**src/rtl/mvau_weight_ctrl.sv**
```systemverilog
// Weight streamer for an MVAU: reads the weight memory num_reps times in address
// order and feeds the PE datapath through a 3-entry skid FIFO with valid/ready.
module mvau_weight_ctrl #(
  parameter int SIMD         = 2,
  parameter int TW           = 1,
  parameter int WMEM_DEPTH   = 4,
  parameter int WMEM_ADDR_BW = 4,
  parameter int REP_BW       = 16
) (
  input  logic                    aclk,
  input  logic                    areset,
  input  logic                    start,
  input  logic [REP_BW-1:0]       num_reps,
  output logic                    busy,
  output logic                    done,
  output logic [WMEM_ADDR_BW-1:0] wmem_addr,
  input  logic [SIMD*TW-1:0]      wmem_in,
  output logic [SIMD*TW-1:0]      wdata,
  output logic                    wvalid,
  input  logic                    wready,
  output logic                    wlast
);

  localparam int DW = SIMD * TW;
  localparam logic [WMEM_ADDR_BW-1:0] LAST_ADDR = WMEM_ADDR_BW'(WMEM_DEPTH - 1);

  typedef enum logic [1:0] {IDLE, RUN, DRAIN} state_t;

  state_t                  state_q, state_d;
  logic [WMEM_ADDR_BW-1:0] addr_q, addr_d;
  logic [REP_BW-1:0]       reps_q, reps_d;
  logic [REP_BW-1:0]       pass_q, pass_d;
  logic                    pend_q, pend_last_q;
  logic                    zero_done_q;
  logic                    issue, drain_done, push, pop;

  logic [DW-1:0]           fifo_data_q [3];
  logic                    fifo_last_q [3];
  logic [1:0]              rd_ptr_q, wr_ptr_q, occ_q;

  // NOTE: every signal written here gets a default first, so no path can infer a latch.
  always_comb begin
    state_d    = state_q;
    addr_d     = addr_q;
    reps_d     = reps_q;
    pass_d     = pass_q;
    issue      = 1'b0;
    drain_done = 1'b0;
    case (state_q)
      IDLE: begin
        if (start && !zero_done_q && num_reps != '0) begin
          reps_d  = num_reps;
          addr_d  = '0;
          pass_d  = '0;
          state_d = RUN;
        end
      end
      RUN: begin
        // A pop in this cycle is deliberately not credited, keeping the credit path short.
        if ((3'(occ_q) + 3'(pend_q)) < 3'd3) begin
          issue = 1'b1;
          if (addr_q == LAST_ADDR) begin
            addr_d = '0;
            pass_d = pass_q + 1'b1;
            if (pass_q == reps_q - 1'b1) state_d = DRAIN;
          end else begin
            addr_d = addr_q + 1'b1;
          end
        end
      end
      DRAIN: begin
        if (occ_q == 2'd0 && !pend_q) begin
          drain_done = 1'b1;
          state_d    = IDLE;
        end
      end
      default: state_d = IDLE;
    endcase
  end

  assign push = pend_q;
  assign pop  = wvalid && wready;

  // NOTE: state registers use non-blocking assignments so every flop samples pre-edge values.
  always_ff @(posedge aclk) begin
    if (areset) begin
      state_q     <= IDLE;
      addr_q      <= '0;
      reps_q      <= '0;
      pass_q      <= '0;
      pend_q      <= 1'b0;
      pend_last_q <= 1'b0;
      zero_done_q <= 1'b0;
      rd_ptr_q    <= '0;
      wr_ptr_q    <= '0;
      occ_q       <= '0;
    end else begin
      state_q     <= state_d;
      addr_q      <= addr_d;
      reps_q      <= reps_d;
      pass_q      <= pass_d;
      pend_q      <= issue;
      pend_last_q <= issue && (addr_q == LAST_ADDR);
      zero_done_q <= (state_q == IDLE) && start && !zero_done_q && (num_reps == '0);
      if (push) wr_ptr_q <= (wr_ptr_q == 2'd2) ? 2'd0 : wr_ptr_q + 2'd1;
      if (pop)  rd_ptr_q <= (rd_ptr_q == 2'd2) ? 2'd0 : rd_ptr_q + 2'd1;
      case ({push, pop})
        2'b10:   occ_q <= occ_q + 2'd1;
        2'b01:   occ_q <= occ_q - 2'd1;
        default: occ_q <= occ_q;
      endcase
    end
  end

  // NOTE: FIFO storage is not reset; occupancy gates every read of it.
  always_ff @(posedge aclk) begin
    if (push) begin
      fifo_data_q[wr_ptr_q] <= wmem_in;
      fifo_last_q[wr_ptr_q] <= pend_last_q;
    end
  end

  assign busy      = (state_q != IDLE);
  assign done      = drain_done || zero_done_q;
  assign wmem_addr = addr_q;
  assign wvalid    = (occ_q != 2'd0);
  assign wdata     = fifo_data_q[rd_ptr_q];
  assign wlast     = wvalid && fifo_last_q[rd_ptr_q];

endmodule
```
**config.mk**
```make
export PLATFORM = sky130hd
export DESIGN_NAME = mvau_weight_ctrl
export DESIGN_NICKNAME = d
export VERILOG_FILES = /design/src/rtl/mvau_weight_ctrl.sv
export SDC_FILE = /design/constraint.sdc
export NUM_CORES = 1
export LEC_CHECK = 0
export ABC_AREA = 1
export ABC_CLOCK_PERIOD_IN_PS = 3400
export CORE_ASPECT_RATIO = 0.75
export CORE_UTILIZATION = 38
export CTS_BUF_LIST = sky130_fd_sc_hd__clkbuf_16
export DETAILED_ROUTE_END_ITERATION = 8
export GPL_ROUTABILITY_DRIVEN = 1
export GPL_TIMING_DRIVEN = 0
export PLACE_DENSITY_LB_ADDON = 0.05
export RECOVER_POWER = 25
export SLEW_MARGIN = 20
export SYNTH_ARGS = -nofsm -noshare
export SYNTH_HDL_FRONTEND = slang
export SYNTH_SLANG_ARGS = --single-unit
```
**constraint.sdc**
```tcl
create_clock -name aclk -period 3.4 [get_ports aclk]
set_input_delay 0.68 -clock aclk [delete_from_list [all_inputs] [get_ports aclk]]
set_output_delay 0.68 -clock aclk [all_outputs]
set_load 0.05 [all_outputs]
```
# Word level (Yosys, flattened, before mapping)
# Memory sizes are Yosys's and may differ from the RTL's. A register that Yosys moved wholly into a read port is not among the register bits.
# Index checks and enable logic that the tools add are counted.
[word_totals]
reg_bits = 47
ram_bits = 9
in_bits = 22
word_cells = 85
memories = 2
[op_classes]
n_addsub = 8
n_lt_le_gt_ge = 1
n_eq_ne = 13
muxes = 27
n_reduce_logical = 24
[mem_list]
columns = ["memory", "depth", "word_bits", "read_ports", "rd_ports_with_merged_regs", "wr", "line_no", "rtl"]
rows = [
  ["fifo_data_q", 3, 2, 1, 1, 1, "37", "logic [DW-1:0] fifo_data_q [3];"],
  ["fifo_last_q", 3, 1, 1, 1, 1, "38", "logic fifo_last_q [3];"],
]
[op_table]
columns = ["cell", "n"]
rows = [
  ["$mux W16", 3],
  ["$pmux W16 S2", 1],
  ["$mux W2", 11],
  ["$add A16 B1 Y16 const B", 1],
  ["$eq A16 B16 Y1", 1],
  ["$logic_not A16 Y1", 1],
  ["$reduce_bool A16 Y1", 1],
  ["$sub A16 B1 Y16 const B", 1],
  ["$mux W4", 3],
  ["$ne A2 B2 Y1 const B", 5],
  ["$logic_and A1 B1 Y1", 9],
  ["$eq A2 B2 Y1 const B", 4],
  ["$pmux W4 S2", 1],
  ["$reduce_bool A2 Y1", 4],
  ["$add A2 B1 Y2 const B", 3],
  ["$mux W1", 6],
  ["$pmux W2 S3", 1],
  ["$reduce_and A5 Y1", 1],
  ["$add A4 B1 Y4 const B", 1],
  ["$eq A2 B1 Y1 const B", 2],
  ["$eq A4 B2 Y1 const B", 1],
  ["$logic_not A2 Y1", 2],
  ["$pmux W2 S2", 1],
  ["$reduce_and A4 Y1", 1],
  ["7 further kinds", 8],
]

# Depth between registers and ports, before layout
[logic_depth]
ltp_word = 6
ltp_mapped = 14

# Worst setup path after synthesis
# OpenSTA, ideal clock, no wires.
[synth_timing]
path_kind = "register to output"
start = "reg occ_q[0]"
end = "out done"
arrival_ns = 1.701
t_required_ns = 2.720
slack_ns = 1.019
path_stages_with_launch = 4
n_path_buf = 0
cell_sequence = "dfxtp_1 > nor2_1 > nand2_1 > o31ai_1"
[synth_via]
elab_chain_len = 5
[synth_lines]
columns = ["element", "line_no", "rtl"]
rows = [
  ["start, declared", "39", "logic [1:0] rd_ptr_q, wr_ptr_q, occ_q;"],
  ["start signal, assigned", "108", "2'b10: occ_q <= occ_q + 2'd1;"],
  ["start signal, assigned", "109", "2'b01: occ_q <= occ_q - 2'd1;"],
  ["start signal, assigned", "110", "default: occ_q <= occ_q;"],
  ["$logic_not A2 Y1", "72", "if (occ_q == 2'd0 && !pend_q) begin"],
  ["$logic_and A1 B1 Y1", "72", ""],
  ["$mux W1", "72", ""],
  ["$mux W1", "49", "case (state_q)"],
  ["$logic_or A1 B1 Y1", "124", "assign done = drain_done || zero_done_q;"],
  ["end, declared", "15", "output logic done,"],
]
# No other way between the ends.

# Final worst setup path
[layout_timing]
start = "reg pend_q"
end = "out done"
[layout_via]
elab_chain_len = 5
[layout_lines]
columns = ["element", "line_no", "rtl"]
rows = [
  ["start, declared", "33", "logic pend_q, pend_last_q;"],
  ["start signal, assigned", "102", "pend_q <= issue;"],
  ["$logic_not A1 Y1", "72", ""],
  ["$logic_and A1 B1 Y1", "72", ""],
  ["$mux W1", "72", ""],
  ["$mux W1", "49", ""],
  ["$logic_or A1 B1 Y1", "124", ""],
]
# No other way between the ends.

==> impl_metrics.ini <==
[finish]
antenna_cells = 0
nets = 527
area_growth_pct = 24.9
post-route-util_pct = 49.4
layout-drive-gt1-share_pct = 6.15

[power_and_ir_drop]
power_mw = 2.26
cellPowerDensity_nw_per_um2 = 574
p_leak_nw = 1.63
ir_drop_v = 0.000309

[setup_path]
cp.arrival_ns = 1.99
crit_path_end_kind = primary output
criticalPathCategory = flop to primary output
crit_required_ns = 2.72
cp_max_fo = 6
crit_path_start_kind = flop

[placed_design]
place_ws_ns = 0.723
gp_congestion = 0.867
placement.io_buffers = 31
hpwl_mm = 6.29

[synth]
synth.most_common_cell = nand2_1
synth-seq-cells = 58
avgSynthCellArea_sq_um = 6.89
syn-num-nets = 485
synthTopCellsByArea = dfxtp_1 31%, nand2_1 12%, edfxtp_1 8.6%
synth_edf_count = 9
yosysTopAreaCellShare_pct = 31.2
synth_area_sq_um = 3150
synthCells = 457
synth.largest_area_cell = dfxtp_1
yosys-top-cells-count = 100 x nand2_1, 65 x nor2_1, 58 x inv_1
seq_area_frac_synth_pct = 39.8
ys_warn_count = 0
yosysUniqueCellTypes = 32
ys_async_sr_fraction_pct = 0
synth_ff_type = dfxtp_1

[grt]
antenna_found_initial = 0
grt_start_max_net_pins = 12
grt_pass1_vias = 2751
grt_use_total_pct = 20.6
grt_pass1_wl_mm = 13.6
overflow = 0

[clock_tree]
cts_hold_buf = 0
cts_num_sinks = 58
clk_path_buf_depth = 2
cts_tree = built
cts_buffers = 9
clk_pin_slew_ns = 0.05
htreeDepth = 3
cts-root-buf = clkbuf_16
cts_setup_buffers = 0
cts_resized = 0
clk_latency_ns = 0.33

[route]
drcViolationCount = 0
drt_pass1_iterations = 4
drtIter0Drc = 138
routed_wl_mm = 8.10
vias_per_cell = 4.93
wl_per_cell_microns = 13.3
ant_nets = 0
num_vias = 3002

[floorplanning]
die_h_microns = 80.8
die-area_sq_um = 8650
row_count = 28
fp.dieW_microns = 107
ios = 32
start_util_pct = 39.6
core_sq_um = 7950

[timing]
fmax_ghz = 0.374
finalCritPeriodShare_pct = 78.6
fin_crit_ns = 2.67
max_slew.worst_pin.slew_ns = 0.634
relSlewSlack_pct = 57.4
setup_slack_ns = 0.727
setup_viol = 0
fin_skew_ns = 0.00433
timing.setup.tns_ns = 0
finalHoldViolCount = 0
rsz0062_at_grt = no
slew_violations = 0

[flow_run]
max-cap-violations = 0

[run_status]
outcome = finished clean

[worst_hold_path]
hp-class = flop to flop
-- worst paths after layout --
check,startpoint,to,slack (ns),depth (start not counted)
setup / recovery,pend_q,done,0.73,4
hold / removal,reps_q[15],reps_q[15],0.47,2
setup reg to reg,reps_q[0],state_q[0],1.32,11
hold reg to reg,reps_q[15],reps_q[15],0.47,2
-- final cells by class --
type	instances	area, sq um
clock inverters	7	118
fillers	800	4020
well taps	105	131
plain buffers	8	37.5
inverters	62	233
clock buffers	9	225
multi-input cells	329	1630
repair buffers	31	310
flip-flops and latches	58	1250
-- critical path, stage by stage (launching register included) --
cell	delay (ns)
dfxtp_1	0.33
inv_1	0.17
nand2_1	0.12
o31ai_1	0.21
clkdlybuf4s50_1	0.84
-- logic make-up after synthesis --
family,Yosys count,synth area share [%]
and+or+nand+nor,229,31.9
AOI/OAI and AO/OA,80,13.4
buffers and inverters,70,8.59
DFF,58,39.8
xor gates and xnor gates,14,3.90
adders and majority gates,6,2.39
-- through the flow --
| stage | cells | hold slack [ns] | cell area, sq um |
|---|---|---|---|
| after detailed placement | 593 | 0.459 | 3590 |
| after floorplan | 457 | 0.421 | 3150 |
| after CTS | 609 | 0.471 | 3930 |
| after global placement | 593 | 0.454 | 3590 |
| final | 609 | 0.466 | 3930 |
| after global routing | 609 | 0.510 | 3930 |
-- per-layer routing --
layer / vias up / wire length, microns / GRT usage (%)
li1: 1572 / - / -
met1: 1387 / 4540 / 30.5
met2: 33 / 3230 / 29.5
met3: 10 / 218 / 4.09
met4: 0 / 104 / 6.99
met5: - / 0 / 0
-- sequential cells by signal (all words and copies together) (netlist names), named ones only --
name and cells:
pass_q 16, occ_q 2, wr_ptr_q 2, reps_q 16, rd_ptr_q 2, fifo_data_q 6
fifo_last_q 3, pend_q 1, zero_done_q 1, wmem_addr 4, state_q 2, pend_last_q 1
-- cell usage in the layout, fill, tap and decap left out, drive strengths merged --
| cell | instances |
|---|---|
| nand2 | 103 |
| nor2 | 68 |
| inv | 62 |
| dfxtp | 49 |
| a21oi | 43 |
| o21ai | 29 |
| clkdlybuf4s50 | 28 |
| nand3 | 27 |
| nor3 | 15 |
| clkbuf | 13 |
| xor2 | 10 |
| nand4 | 9 |
| edfxtp | 9 |
| ha | 6 |
| a211oi | 4 |
| xnor2 | 4 |
| buf | 4 |
| bufinv | 3 |
| clkinvlp | 3 |
| dlygate4sd3 | 3 |
| o211ai | 2 |
| nand3b | 2 |
| nor4 | 2 |
| or3 | 2 |
| o31ai | 1 |
| o211a | 1 |
| and3 | 1 |
| clkinv | 1 |
-- where the power goes --
group | internal [mW] | switching (mW)
clock network | 0.713 | 0.328
logic | 0.151 | 0.290
registers | 0.736 | 0.0373
(Power assumes the default switching activity.)
